File: config.mk
export PLATFORM = sky130hd
export DESIGN_NAME = dmem_bridge
export DESIGN_NICKNAME = d
export VERILOG_FILES = /design/src/rtl/dmem_bridge_pkg.sv /design/src/rtl/dmem_bridge.sv
export SDC_FILE = /design/constraint.sdc
export NUM_CORES = 1
export LEC_CHECK = 0
export ABC_CLOCK_PERIOD_IN_PS = 3750
export CORE_MARGIN = 1
export CORE_UTILIZATION = 40
export CTS_BUF_LIST = sky130_fd_sc_hd__clkbuf_4
export DETAILED_ROUTE_END_ITERATION = 12
export PLACE_DENSITY = 0.87
export SLEW_MARGIN = 5
export SYNTH_ARGS = -nofsm -noshare
export SYNTH_HDL_FRONTEND = slang
export SYNTH_SLANG_ARGS = --single-unit
File: constraint.sdc
create_clock -name clk -period 3.75 [get_ports clk]
set_clock_uncertainty 0.15 [all_clocks]
set_input_delay 0.375 -clock clk [delete_from_list [all_inputs] [get_ports clk]]
set_output_delay 0.375 -clock clk [all_outputs]
set_load 0.005 [all_outputs]
File: src/rtl/dmem_bridge_pkg.sv
// Shared constants for the data-memory bridge:
// FSM state codes and the load write-mask encoding.
package dmem_bridge_pkg;

   localparam logic [1:0] DMB_IDLE = 2'd0;
   localparam logic [1:0] DMB_REQ  = 2'd1;
   localparam logic [1:0] DMB_WAIT = 2'd2;
   localparam logic [1:0] DMB_DONE = 2'd3;

   localparam logic [3:0] MEM_WMASK_LOAD = 4'b0000;

endpackage

File: src/rtl/dmem_bridge.sv
// Core data port to variable-latency memory bridge:
// one outstanding access, req/ready + rvalid handshake, wait-cycle timeout.
module dmem_bridge
   import dmem_bridge_pkg::*;
#(
   parameter int DMEM_WIDTH = 16,
   parameter int TIMEOUT    = 15
) (
   input  logic                  clk,
   input  logic                  reset,
   input  logic                  cpu_req,
   input  logic [DMEM_WIDTH-1:0] cpu_addr,
   input  logic [3:0]            cpu_wmask,
   input  logic [31:0]           cpu_wdata,
   output logic [31:0]           cpu_rdata,
   output logic                  cpu_valid,
   output logic                  cpu_err,
   output logic                  cpu_busy,
   output logic                  mem_req,
   output logic                  mem_we,
   output logic [DMEM_WIDTH-1:0] mem_addr,
   output logic [3:0]            mem_wmask,
   output logic [31:0]           mem_wdata,
   input  logic                  mem_ready,
   input  logic                  mem_rvalid,
   input  logic [31:0]           mem_rdata
);

   localparam logic [7:0] TLIM = 8'(TIMEOUT - 1);

   logic [1:0] state;
   logic [1:0] state_nx;
   logic [7:0] timer;
   logic       err_q;
   logic       take_rdata;
   logic       set_err;
   logic       is_load;
   logic       expired;

   assign is_load = (mem_wmask == MEM_WMASK_LOAD);
   assign expired = (timer == TLIM);

   // A completing handshake is checked before expiry so it wins a tie.
   always_comb begin
      state_nx   = state;
      take_rdata = 1'b0;
      set_err    = 1'b0;
      case (state)
         DMB_IDLE: begin
            if (cpu_req) state_nx = DMB_REQ;
         end
         DMB_REQ: begin
            if (mem_ready && !is_load) begin
               state_nx = DMB_DONE;
            end else if (mem_ready && mem_rvalid) begin
               state_nx   = DMB_DONE;
               take_rdata = 1'b1;
            end else if (expired) begin
               state_nx = DMB_DONE;
               set_err  = 1'b1;
            end else if (mem_ready) begin
               state_nx = DMB_WAIT;
            end
         end
         DMB_WAIT: begin
            if (mem_rvalid) begin
               state_nx   = DMB_DONE;
               take_rdata = 1'b1;
            end else if (expired) begin
               state_nx = DMB_DONE;
               set_err  = 1'b1;
            end
         end
         DMB_DONE: state_nx = DMB_IDLE;
         default:  state_nx = DMB_IDLE;
      endcase
   end

   always_ff @(posedge clk or posedge reset) begin
      if (reset) begin
         state     <= DMB_IDLE;
         timer     <= 8'd0;
         err_q     <= 1'b0;
         mem_addr  <= '0;
         mem_wmask <= 4'd0;
         mem_wdata <= 32'd0;
         cpu_rdata <= 32'd0;
         cpu_valid <= 1'b0;
         cpu_err   <= 1'b0;
      end else begin
         state     <= state_nx;
         cpu_valid <= (state == DMB_DONE);
         cpu_err   <= (state == DMB_DONE) && err_q;
         if (state == DMB_IDLE && cpu_req) begin
            mem_addr  <= cpu_addr;
            mem_wmask <= cpu_wmask;
            mem_wdata <= cpu_wdata;
            timer     <= 8'd0;
         end else if (state == DMB_REQ || state == DMB_WAIT) begin
            timer <= timer + 8'd1;
         end
         if (take_rdata) cpu_rdata <= mem_rdata;
         if (state_nx == DMB_DONE && state != DMB_DONE) err_q <= set_err;
      end
   end

   assign mem_req  = (state == DMB_REQ);
   assign mem_we   = (mem_wmask != MEM_WMASK_LOAD);
   assign cpu_busy = (state != DMB_IDLE);

endmodule
## Yosys cells after proc, flatten, opt, wreduce, memory -nomap -nowiden

Cells that the tools add are included.

- Add/subtract/negate cells: 1
- Eq/ne operators: 6
- Multiplexer cells: 19
- Reductions and logical operators: 12

Operator list:

| cell | count |
|---|---|
| $mux W8 | 2 |
| $mux W2 | 7 |
| $add A8 B1 Y8 const B | 1 |
| $eq A8 B4 Y1 const B | 1 |
| $pmux W2 S4 | 1 |
| $mux W1 | 7 |
| $eq A2 B2 Y1 const B | 3 |
| $logic_and A1 B1 Y1 | 5 |
| $logic_not A4 Y1 | 1 |
| $pmux W1 S2 | 2 |
| $reduce_bool A2 Y1 | 2 |
| $reduce_bool A4 Y1 | 1 |
| $eq A2 B1 Y1 const B | 1 |
| $logic_not A2 Y1 | 1 |
| $ne A2 B2 Y1 const B | 1 |
| $logic_not A1 Y1 | 1 |
| $logic_or A1 B1 Y1 | 1 |

- Register bits after elaboration: 97
- Input port bits: 89
- Output and inout port bits: 89
- Word-level logic and storage cells: 47

## Depth between registers and ports, before layout

- Word-level depth: 7
- Gate-level depth with buffers: 8
- Mapped depth without buffers: 7

## Worst setup path before layout

Ideal clock, no wire load.

- Path kind: reg-to-reg
- Start point: register timer[0]
- End point: register err_q
- Setup time: 0.128 ns
- Arrival time: 1.936 ns
- Data required time: 3.472 ns
- Slack: 1.537 ns
- Cell stages (with the launch flop): 8
- Path buffers: 0
- Clock period less this slack: 2.213 ns
- Cells stage by stage: dfrtp_1 inv_1 ha_1 or4b_4 nor3_2 a2111oi_4 nor4b_2 mux2_1

- Word-level cells in the longest chain between the ends: 7
- Elaborated cells between the ends (all ways): 14
- Those cells by class: eq/ne: 2; mux: 11; reduce/logical: 1

RTL lines:

| what | RTL line | source |
|---|---|---|
| from (decl) | dmem_bridge.sv:33 | `logic [7:0] timer;` |
| from (signal assigned) | dmem_bridge.sv:100 | `timer <= timer + 8'd1;` |
| $eq A8 B4 Y1 * | dmem_bridge.sv:41 | `assign expired = (timer == TLIM);` |
| $mux W2 | dmem_bridge.sv:58 | `end else if (expired) begin` |
| $mux W2 | dmem_bridge.sv:55 | `end else if (mem_ready && mem_rvalid) begin` |
| $mux W2 | dmem_bridge.sv:53 | `if (mem_ready && !is_load) begin` |
| $pmux W2 S4 | dmem_bridge.sv:48 | `case (state)` |
| $eq A2 B2 Y1 | dmem_bridge.sv:103 | `if (state_nx == DMB_DONE && state != DMB_DONE) err_q <= set_err;` |
| $logic_and A1 B1 Y1 | dmem_bridge.sv:103 |  |
| to (signal assigned) | dmem_bridge.sv:103 |  |
| to (decl) | dmem_bridge.sv:34 | `logic err_q;` |

Every way passes the cells marked *; elsewhere a longest branch is shown, timed or not.
A chain may end at the register's enable or synchronous reset.

## Worst setup path after layout

- Start point: register mem_wmask[0]
- End point: output port mem_we

- Word-level cells in the longest chain between the ends: 1

RTL lines:

| what | RTL line | source |
|---|---|---|
| from (decl) | dmem_bridge.sv:22 | `output logic [3:0] mem_wmask,` |
| from (signal assigned) | dmem_bridge.sv:96 | `mem_wmask <= cpu_wmask;` |
| $reduce_bool A4 Y1 | dmem_bridge.sv:108 | `assign mem_we = (mem_wmask != MEM_WMASK_LOAD);` |
| to (decl) | dmem_bridge.sv:20 | `output logic mem_we,` |

Every way passes these cells.

==> results.yml <==
status:
  outcome: "finished clean"
die:
  die_w_um: 100.9
  start_util_pct: 41.78
  io_pins: 178
  die-height_um: 100.9
  core_area_um2: 9371
  dieArea_um2: 10190
  row_count: 35
sta:
  slew_violations: 0
  layout_worst_path_cycle_share_pct: 64.20
  finalSetupViolations: 0
  setup_tns_ns: 0
  tightest_slew_ns: 0.5458
  fmax_ghz: 0.4154
  relSlewSlack_pct: 63.62
  rsz0062_at_grt: "no"
  min_period_ns: 2.407
  hold_viol: 0
  hold_slack_ns: 0.1816
cts:
  cts.sinks: 97
  post_cts_resized: 0
  path_clk_slew_ns: 0.15
  cts_root_buf: "clkbuf_4"
  clk_path_buf_depth: 2
  htreeDepth: 3
  clkLatencyLatePin_ns: 0.41
  cts_buffers: 9
  holdBufCountCts: 0
  cts_tree: "yes"
  cts_setup_buffers: 0
detailed_routing:
  firstDrtPassIters: 4
  drt-total-wl_um: 9029
  via_per_inst: 4.810
  vias: 2732
  ant_nets: 0
  wl_per_cell_um: 15.90
  drc: 0
  drt_iter0_drc: 86
global_route:
  grt_max_degree: 61
  antenna_found_initial: 0
  track_usage_pct: 18.05
  grt_pass1_vias: 2894
  overflow: 0
  grt_first_pass_wirelength_um: 14070
setup_path:
  cp-end-kind: "output pin"
  critPathKind: "register to output pin"
  reg2reg_depth: 5
  crit_fanout: 4
  crit_path_start_kind: "register"
  rrSetupSlack_ns: 1.39
  crit_required_ns: 3.22
  rr_endpoint: "cpu_rdata[9]"
  critPathArrivalTime_ns: 1.88
  worstReg2RegStart: "mem_wmask[0]"
synthesis:
  synthArstFlopShare_pct: 100.0
  yosys_warnings: 0
  synth_edf_count: 0
  ys_seq_area_share_pct: 62.00
  ys_types: 34
  ys_top_cells_by_area: "dfrtp_1 (62%), mux2_2 (23%), ha_1 (2.2%)"
  synth_top_cell_area_share_pct: 62.00
  synth_cells: 256
  ys_ff_latch: 97
  yosys.area.top_type: "dfrtp_1"
  synthTopCellsByCount: "dfrtp_1 (97), mux2_2 (80), ha_1 (7), nor2_1 (7), o21ai_0 (7)"
  syn_area_per_cell_um2: 15.29
  synth_area_um2: 3915
  syn_nets: 352
  synth_most_common_cell: "dfrtp_1"
  synthFlopType: "dfrtp_1"
placement:
  port_buffers: 177
  postPlaceCellArea_um2: 5828
  place_inst: 553
  routabilityCongestion: 0.7518
  hpwl_um: 6707
cells_and_area:
  finalNetCount: 531
  post-route-util_pct: 63.63
  instances_no_fill: 568
  n_antenna_cell: 0
  final_area_um2: 5963
  drive_above_1_share_pct: 24.37
  area_growth_pct: 52.32
power:
  ir_worst_vdd_uv: 413.2
  p_per_area_nw_per_um2: 756.7
  p_leak_nw: 2.466
worst_hold_path:
  hp-class: "input port to asynchronous set/reset pin"
run:
  drv_cap: 0
## power breakdown
| group | switching, mW | leakage, nW | internal (mW) |
|---|---|---|---|
| Combinational | 0.701 | 1.23 | 1.46 |
| Clock | 0.336 | 0.0684 | 0.202 |
| Sequential | 0.273 | 1.17 | 1.54 |
## cells by family (layout without fill, tap and decap cells)
family | Yosys count | after routing | synth area share [%]
AO/OA/AOI/OAI | 15 | 15 | 3.132
XOR/XNOR | 5 | 5 | 1.119
adder cells (fa/ha/maj) | 7 | 7 | 2.237
buffers and inverters | 18 | 201 | 2.397
flip-flops | 97 | 97 | 62.00
multiplexers | 85 | 85 | 24.45
AND/OR/NAND/NOR | 29 | 29 | 4.666
## layout by cell type, fill, tap and decap left out, types with 2 or more instances in the layout
master           instances
buf_12                   2
mux2_1                   5
or3_1                    2
inv_1                    5
clkdlybuf4s50_1        177
nand2_1                  4
clkinvlp_4               2
o21ai_0                  7
a21oi_1                  2
mux2_2                  80
nand4_1                  3
ha_1                     7
and3_1                   2
dfrtp_1                 97
xor2_1                   4
clkbuf_4                 9
nor2_1                   7
## worst max path at each step
stage                 startpoint       endpoint  slack, ns  cells after the start
finish              mem_wmask[0]         mem_we       1.34                      2
global route        mem_wmask[0]         mem_we       1.25                      2
CTS                 mem_wmask[0]         mem_we       1.29                      2
detailed placement     mem_ready  cpu_rdata[16]       1.38                      6
global placement       mem_ready  cpu_rdata[22]       1.41                      6
floorplan                  reset        cpu_err       0.69                      1
## through the flow
| step | total power, mW | worst slack (ns) |
|---|---|---|
| detailed placement | 4.022 | 1.382 |
| global route | 4.808 | 1.251 |
| global placement | 3.930 | 1.407 |
| finish | 4.513 | 1.343 |
| floorplan | 2.747 | 0.6913 |
| CTS | 4.578 | 1.292 |
## layer usage
layer | part of all wire (%) | up-vias | track usage (%) | wire length (um)
li1 | - | 1261 | - | -
met1 | 39 | 1340 | 20.71 | 3547
met2 | 50 | 119 | 31.03 | 4475
met3 | 9.8 | 12 | 6.519 | 888
met4 | 1.3 | 0 | 6.466 | 118
met5 | 0 | - | 0 | 0
## critical path, stage by stage, from the launching register on
cell and delay (ns):
dfrtp_1 0.42, or4_4 0.57, clkdlybuf4s50_1 0.49
## flip-flops by register name, indices dropped and copies added (netlist names)
signal	flops
cpu_rdata	32
state	2
mem_wdata	32
mem_addr	16
err_q	1
cpu_valid	1
mem_wmask	4
timer	8
cpu_err	1
## final cells by class
cell class,instances,area [um2]
Clock buffer,9,67.56
Clock inverter,6,67.56
Fill cell,738,3408
Inverter,6,25.02
Multi-Input combinational cell,141,1395
Sequential cell,97,2427
Tap cell,129,161.4
Timing Repair Buffer,180,1819
No activity file was read; power rests on OpenSTA's default activity.
